**config.mk**
```make
export PLATFORM = sky130hd
export DESIGN_NAME = scan_test_ctrl
export DESIGN_NICKNAME = d
export VERILOG_FILES = /design/src/rtl/scan_test_ctrl.sv
export SDC_FILE = /design/constraint.sdc
export NUM_CORES = 1
export LEC_CHECK = 0
export ABC_AREA = 1
export CAP_MARGIN = 15
export CORE_ASPECT_RATIO = 1.1
export CORE_UTILIZATION = 31
export DETAILED_ROUTE_END_ITERATION = 10
export GPL_ROUTABILITY_DRIVEN = 0
export PLACE_DENSITY_LB_ADDON = 0.2
export RECOVER_POWER = 100
export SLEW_MARGIN = 10
export SYNTH_ARGS = -nofsm -noshare
export SYNTH_HDL_FRONTEND = slang
export SYNTH_SLANG_ARGS = --single-unit
```
**constraint.sdc**
```tcl
create_clock -name clk -period 2.1 [get_ports clk]
set_input_delay 0.42 -clock clk [delete_from_list [all_inputs] [get_ports clk]]
set_output_delay 0.42 -clock clk [all_outputs]
set_load 0.01 [all_outputs]
```
**src/rtl/scan_test_ctrl.sv**
```systemverilog
// scan_test_ctrl
// ----------------------------------------------------------------------------
// Drives a mux-scan chain through test sessions. Each session applies a stream
// of patterns. For each pattern the controller shifts the stimulus into the
// chain, captures one functional cycle, and compares the result. The unload of
// pattern n-1 is overlapped with the load of pattern n. The final pattern is
// followed by a dedicated UNLOAD phase.
//
// Pattern handshake: the controller raises pat_ready only in LOAD. A pattern is
// transferred on any rising clk edge where pat_valid && pat_ready. pat_ready is
// registered and does not depend on pat_valid. The source may hold pat_valid low
// for as long as it likes; the controller waits in LOAD with the DUT frozen.
//
// Ports
//   clk, reset            rising-edge clock, synchronous active-high reset
//   start                 one-cycle session request (honoured in IDLE/DONE)
//   pat_valid/pat_ready   pattern handshake
//   pat_stim, pat_pi      scan load value (bit i -> flop i), primary inputs
//   pat_exp, pat_exp_po   expected captured chain / primary outputs
//   pat_last              final pattern of the session
//   scan_en, scan_in      DUT scan enable (1 = shift) and serial data in
//   dut_ce, dut_pi        DUT flop clock-enable and primary inputs
//   scan_out, dut_po      chain tail Q and DUT primary outputs
//   busy, done            session active / session complete (held)
//   fail_count            failing patterns (saturating)
//   first_fail            index of first failing pattern, 0xFFFF if none
//   pat_count             patterns captured this session (saturating)
//   state_dbg             current FSM state encoding
// ----------------------------------------------------------------------------
module scan_test_ctrl #(
    parameter int CHAIN_LEN = 2,
    parameter int NPI       = 1,
    parameter int NPO       = 1
) (
    input  logic                 clk,
    input  logic                 reset,
    input  logic                 start,
    input  logic                 pat_valid,
    output logic                 pat_ready,
    input  logic [CHAIN_LEN-1:0] pat_stim,
    input  logic [NPI-1:0]       pat_pi,
    input  logic [CHAIN_LEN-1:0] pat_exp,
    input  logic [NPO-1:0]       pat_exp_po,
    input  logic                 pat_last,
    output logic                 scan_en,
    output logic                 scan_in,
    output logic                 dut_ce,
    output logic [NPI-1:0]       dut_pi,
    input  logic                 scan_out,
    input  logic [NPO-1:0]       dut_po,
    output logic                 busy,
    output logic                 done,
    output logic [15:0]          fail_count,
    output logic [15:0]          first_fail,
    output logic [15:0]          pat_count,
    output logic [2:0]           state_dbg
);

    typedef enum logic [2:0] {
        S_IDLE    = 3'd0,
        S_LOAD    = 3'd1,
        S_SHIFT   = 3'd2,
        S_CAPTURE = 3'd3,
        S_UNLOAD  = 3'd4,
        S_DONE    = 3'd5
    } state_t;

    localparam int CW = $clog2(CHAIN_LEN + 1);

    state_t               state;
    logic [CW-1:0]        k;
    // Stimulus and expected values are kept in left-shifting registers so the
    // bit for the current shift cycle is always at the MSB.
    logic [CHAIN_LEN-1:0] stim_sh;
    logic [CHAIN_LEN-1:0] exp_sh;
    logic [CHAIN_LEN-1:0] cur_exp;
    logic [NPO-1:0]       cur_exp_po;
    logic                 cur_last;
    // have_prev: a captured pattern is sitting in the chain awaiting unload.
    // pend_fail/pend_idx: mismatch accumulator and index for that pattern.
    logic                 have_prev;
    logic                 pend_fail;
    logic [15:0]          pend_idx;

    logic                 k_last;
    logic                 bit_mis;
    logic                 shifting;
    logic                 finish_fail;

    assign state_dbg   = state;
    assign k_last      = (k == CW'(CHAIN_LEN - 1));
    assign shifting    = (state == S_SHIFT) || (state == S_UNLOAD);
    assign bit_mis     = have_prev && (scan_out != exp_sh[CHAIN_LEN-1]);
    // The chain comparison of the pending pattern ends on the last shift cycle.
    assign finish_fail = shifting && k_last && have_prev && (pend_fail || bit_mis);

    always_ff @(posedge clk) begin
        if (reset) begin
            state      <= S_IDLE;
            k          <= '0;
            stim_sh    <= '0;
            exp_sh     <= '0;
            cur_exp    <= '0;
            cur_exp_po <= '0;
            cur_last   <= 1'b0;
            have_prev  <= 1'b0;
            pend_fail  <= 1'b0;
            pend_idx   <= '0;
            pat_ready  <= 1'b0;
            scan_en    <= 1'b0;
            scan_in    <= 1'b0;
            dut_ce     <= 1'b0;
            dut_pi     <= '0;
            busy       <= 1'b0;
            done       <= 1'b0;
            fail_count <= '0;
            first_fail <= 16'hFFFF;
            pat_count  <= '0;
        end else begin
            if (finish_fail) begin
                if (fail_count != 16'hFFFF) fail_count <= fail_count + 16'd1;
                if (first_fail == 16'hFFFF) first_fail <= pend_idx;
            end

            case (state)
                S_IDLE, S_DONE: begin
                    if (start) begin
                        state      <= S_LOAD;
                        pat_ready  <= 1'b1;
                        fail_count <= '0;
                        pat_count  <= '0;
                        first_fail <= 16'hFFFF;
                        busy       <= 1'b1;
                        done       <= 1'b0;
                        have_prev  <= 1'b0;
                        pend_fail  <= 1'b0;
                    end
                end

                S_LOAD: begin
                    if (pat_valid) begin
                        state      <= S_SHIFT;
                        pat_ready  <= 1'b0;
                        scan_en    <= 1'b1;
                        dut_ce     <= 1'b1;
                        scan_in    <= pat_stim[CHAIN_LEN-1];
                        stim_sh    <= pat_stim << 1;
                        cur_exp    <= pat_exp;
                        cur_exp_po <= pat_exp_po;
                        cur_last   <= pat_last;
                        dut_pi     <= pat_pi;
                        k          <= '0;
                    end
                end

                S_SHIFT, S_UNLOAD: begin
                    pend_fail <= k_last ? 1'b0 : (pend_fail || bit_mis);
                    exp_sh    <= exp_sh << 1;
                    if (k_last) begin
                        k       <= '0;
                        scan_en <= 1'b0;
                        scan_in <= 1'b0;
                        if (state == S_SHIFT) begin
                            state <= S_CAPTURE;
                        end else begin
                            state     <= S_DONE;
                            dut_ce    <= 1'b0;
                            busy      <= 1'b0;
                            done      <= 1'b1;
                            have_prev <= 1'b0;
                        end
                    end else begin
                        k <= k + CW'(1);
                        if (state == S_SHIFT) begin
                            scan_in <= stim_sh[CHAIN_LEN-1];
                            stim_sh <= stim_sh << 1;
                        end
                    end
                end

                S_CAPTURE: begin
                    if (pat_count != 16'hFFFF) pat_count <= pat_count + 16'd1;
                    // The PO result belongs to this pattern; its chain result
                    // arrives during the next shift phase.
                    pend_fail <= (dut_po != cur_exp_po);
                    pend_idx  <= pat_count;
                    exp_sh    <= cur_exp;
                    have_prev <= 1'b1;
                    k         <= '0;
                    if (cur_last) begin
                        state   <= S_UNLOAD;
                        scan_en <= 1'b1;
                        scan_in <= 1'b0;
                    end else begin
                        state     <= S_LOAD;
                        pat_ready <= 1'b1;
                        dut_ce    <= 1'b0;
                    end
                end

                default: state <= S_IDLE;
            endcase
        end
    end

endmodule
```
# Word level (Yosys, flattened, before mapping)
# Cells that the tools add are included.
# totals
register_bits	86
wordCells	122
# classes
n_reduce_logical	28
add_sub_neg	3
n_eq_ne	21
muxes	50
# ops
cell	count
$mux W16	10
$add A16 B1 Y16 const B	2
$ne A16 B16 Y1 const B	2
$pmux W16 S2	1
$reduce_and A4 Y1	6
$ne A2 B2 Y1 const B	9
$pmux W1 S3	6
$mux W1	17
$eq A16 B16 Y1 const B	1
$mux W3	5
$pmux W3 S4	1
$mux W2	5
$reduce_bool A3 Y1	3
$pmux W2 S2	2
$reduce_bool A2 Y1	4
$eq A3 B2 Y1 const B	2
$eq A3 B3 Y1 const B	2
$pmux W2 S3	1
$reduce_and A2 Y1	3
$reduce_and A3 Y1	2
$reduce_and A5 Y1	1
$logic_and A1 B1 Y1	4
$pmux W1 S2	2
$reduce_or A2 Y1	2
other kinds (7)	9

# Logic depth before layout (Yosys ltp)
# logic_depth
ltp_word	8
ltp_mapped	11

# Worst setup path after synthesis
# No wires, ideal clock.
# synth_timing
path_type	flip-flop to flip-flop
startpoint	register pat_count[0]
endpoint	register pat_count[10]
n_path_buf	1
setup_ps	70
period_less_slack_ps	1583
slack_ps	517
t_arrival_ps	1512
stages_incl_launch_ff	11
cell_sequence	dfxtp_1 > ha_1 > nand2_1 > nor2_1 > nand2_1 > nor2_1 > nand3_2 > nand2_4 > buf_6 > nand2_1 > a21oi_1
# synth_via
elab_chain_cells	3
elab_cells_between_ends	6
classes_between	1 x add/sub; 2 x eq/ne; 2 x mux; 1 x reduce/logical
# synth_lines
element	line	source
from (decl)	55	output logic [15:0] pat_count,
from (signal assigned)	182	if (pat_count != 16'hFFFF) pat_count <= pat_count + 16'd1;
$add A16 B1 Y16 or $ne A16 B16 Y1 (tied branches)	182	
$mux W16 or $ne A2 B2 Y1 (tied branches)	-	
$pmux W16 S2 or $reduce_and A3 Y1 (tied branches)	-	
# Several ways; a longest one is shown, not always the timed one. The select of a mux whose other input is x is not followed.
# A chain may end at the register's enable or synchronous reset.

# Worst setup path after layout
# layout_timing
startpoint	register fail_count[9]
endpoint	output fail_count[9]
# layout_rtl
element	line	source
from (decl)	53	output logic [15:0] fail_count,
from (signal assigned)	121	if (fail_count != 16'hFFFF) fail_count <= fail_count + 16'd1;
# No word-level cell between the ends.

==> impl_metrics.toml <==
[power_and_ir_drop]
p_total_uw = 4640
comb_power_share_pct = 24.2
leakage_uw = 0.00228
p_seq_share_pct = 40.0
swShare_pct = 32.5
peakVddDrop_v = 0.000429
power_density_nw_per_um2 = 861
p_int_uw = 3130
switching_power_uw = 1510
power_frac_clock_pct = 35.8

[worst_setup_path]
reg2reg_setup_slack_ps = 260
critPathMaxStageDelay_ps = 660
worstPathRequired_ps = 1680
start_kind = "register"
worstPathArrival_ps = 1510
crit_fanout = 8
cp-startpoint = "fail_count[9]$_SDFF_PP0_"
path_class = "register to output pin"
crit_family = "buffers and inverters"
reg2reg_from = "state_dbg[2]$_SDFFE_PP0P_"
path_buf_inv = 1
r2r_end = "dut_ce$_SDFFE_PP0P_"
reg2reg_depth = 8
worstSetupEndpointType = "output pin"
crit_slowest_cell = "dlygate4sd3_1"
path_cells = "dlygate4sd3_1"

[floorplan]
num_rows = 44
fp.dieH_um = 124
core_area_um2 = 13200
ios = 71
dieArea_um2 = 14000
start_util_pct = 31.7
die_w_um = 113

[clock_tree]
cts_tree = "done"
clock-root-buffer = "clkbuf_16"
clk_latency_ps = 350
clkSinkCount = 85
cts_made_buffers = 9
ctsHoldBuffers = 0
clk_pin_slew_ps = 60
cts_max_level = 3
cts_max_path_buffers = 2

[yosys]
synth_area_leaders = "dfxtp_1, nand2_1, nand3_1, nor2_1, a21oi_1"
ys_ff_latch = 85
async_flop_share_pct = 0
netlist_area_um2 = 4190
seq_area_frac_synth_pct = 40.6
synthesis.nets = 640
yosysTopAreaCell = "dfxtp_1"
netlist_instances = 625
synth-edff-count = 0
yosys.cell_types.count = 32
synth_top_area_share_pct = 40.6
avgSynthCellArea_um2 = 6.70
yosys_warnings = 0
synth_ff_type = "dfxtp_1"

[drt]
drc = 0
via_per_inst = 4.86
wire_per_inst_um = 13.0
vias = 4222
wl_um = 11300
drt_iter0_markers = 212
ant_nets = 0
dr.pass1.iters = 6

[global_routing]
gr-usage-met3_pct = 3.45
met1_usage_pct = 22.2
grt_pass1_vias = 3886
antenna_found_initial = 0
gr-max-usage-layer = "met2"
grt_pass1_wl_um = 18500
grtUsageTotal_pct = 16.7
overflow = 0
met2_usage_pct = 26.7
grt_max_degree = 34

[layout]
final_cells = 868
fillers = 1412
nets = 717
layout-drive-gt1-share_pct = 7.07
diodes = 0
area_delta_synth_final_pct = 28.4

[worst_hold_path]
holdPathEnd = "k[1]$_SDFFE_PP0P_"
min_path_type = "register to register"
hold_start = "k[1]$_SDFFE_PP0P_"
holdPathStages = 2

[timing]
fin_skew_ps = 4.82
relSlewSlack_pct = 53.3
rsz0062_at_grt = "false"
worstMarginPinSlew_ps = 700
drv_slew = 0
hold_viol_final = 0
period_minus_slack_ps = 1930
fin_crit_sh_pct = 91.9
setup_viol = 0
fmax_mhz = 518
setup_tns_ps = 0

[run_status]
status = "complete, no violations"

[job]
drv_cap = 0

[placement]
port_buffers = 70
dpl.hpwl_um = 8310
placed_cells = 852
## per-layer routing
metal	wire length, µm	vias up
met5	0	-
met4	162	0
met3	553	12
met2	5190	114
met1	5350	1920
li1	-	2176
## cells in the final DEF, fill, tap and decap left out, types with 3 or more instances in the layout
cell type / count
dfxtp_1: 85
xor2_1: 5
buf_4: 12
clkdlybuf4s50_1: 12
clkbuf_1: 3
dlygate4sd3_1: 58
clkbuf_16: 9
nand3_1: 73
nor2_2: 3
nand2_1: 160
a21oi_1: 48
inv_1: 63
nor3_1: 7
xnor2_1: 3
a31oi_1: 3
nor2_1: 79
or2_2: 4
nand3_2: 4
nand4_1: 8
o21ai_0: 43
nand2_2: 3
## flip-flops by register name, indices dropped and copies added, names as in the netlist, 2 cells and up
register / flops
fail_count: 16
pend_idx: 16
k: 2
pat_count: 16
cur_exp: 2
exp_sh: 2
first_fail: 16
state_dbg: 3
## power by group through the flow
stage | combinational (µW) | sequential, µW | clock [µW]
finish | 1120 | 1860 | 1660
global route | 1250 | 1870 | 1760
CTS | 1170 | 1860 | 1690
detailed placement | 1170 | 1890 | 0
global placement | 1150 | 1890 | 0
floorplan | 754 | 1910 | 0
## cell usage after synthesis, types with 2 or more instances
master	n
a21oi_1	48
a31oi_1	3
buf_2	6
buf_6	3
clkbuf_1	9
dfxtp_1	85
ha_1	2
inv_1	61
inv_2	4
nand2_1	159
nand2_2	4
nand2_4	2
nand3_1	70
nand3_2	7
nand4_1	8
nor2_1	78
nor2_2	3
nor2_4	2
nor3_1	7
o21ai_0	43
or2_2	4
xnor2_1	3
xor2_1	5
## cells by family after synthesis
logic type      after synthesis  synth area share [%]
simple gates                344                  36.0
compound gates               99                  12.2
buf+inv                      87                  8.87
flops                        85                  40.6
xor+xnor                      8                  1.67
fa+ha+maj                     2                 0.597
## through the flow
stage               hold slack, ps  worst slack (ps)  utilization [%]  instance area, µm²
floorplan                      421               517                -                4190
global placement               433               113             38.7                5110
detailed placement             441              76.3             38.7                5110
CTS                            450               211             41.0                5420
global route                   475               105             40.7                5380
finish                         445               170             40.7                5380
## cell type report
cell class / instances / area (µm²) / share of cell area (%)
clock inverter: 5 / 58.8 / 1.09
timing repair buffer: 87 / 827 / 15.4
tap: 161 / 201 / 3.74
clock buffer: 11 / 253 / 4.70
sequential: 85 / 1700 / 31.6
inverter: 66 / 248 / 4.60
multi-input combinational: 453 / 2090 / 38.9
## worst max path at each step
| stage | to | slack, ps | depth (start not counted) |
|---|---|---|---|
| 3_5_place_dp | first_fail[1]$_SDFF_PP1_ | 80 | 7 |
| 2_1_floorplan | pat_count[10]$_SDFFE_PP0P_ | 520 | 10 |
| 4_1_cts | fail_count[7]$_SDFF_PP0_ | 210 | 7 |
| 6_report | fail_count[9] | 170 | 1 |
| 3_3_place_gp | first_fail[1]$_SDFF_PP1_ | 110 | 8 |
| 5_1_grt | pat_count[5]$_SDFFE_PP0P_ | 110 | 9 |
## timing repair
action                                  4_1_cts  5_1_grt
endpoints found under the setup margin        0        1
resized for setup                             0        1
setup buffers                                 0        0
Power figures use the tool's default switching activity.
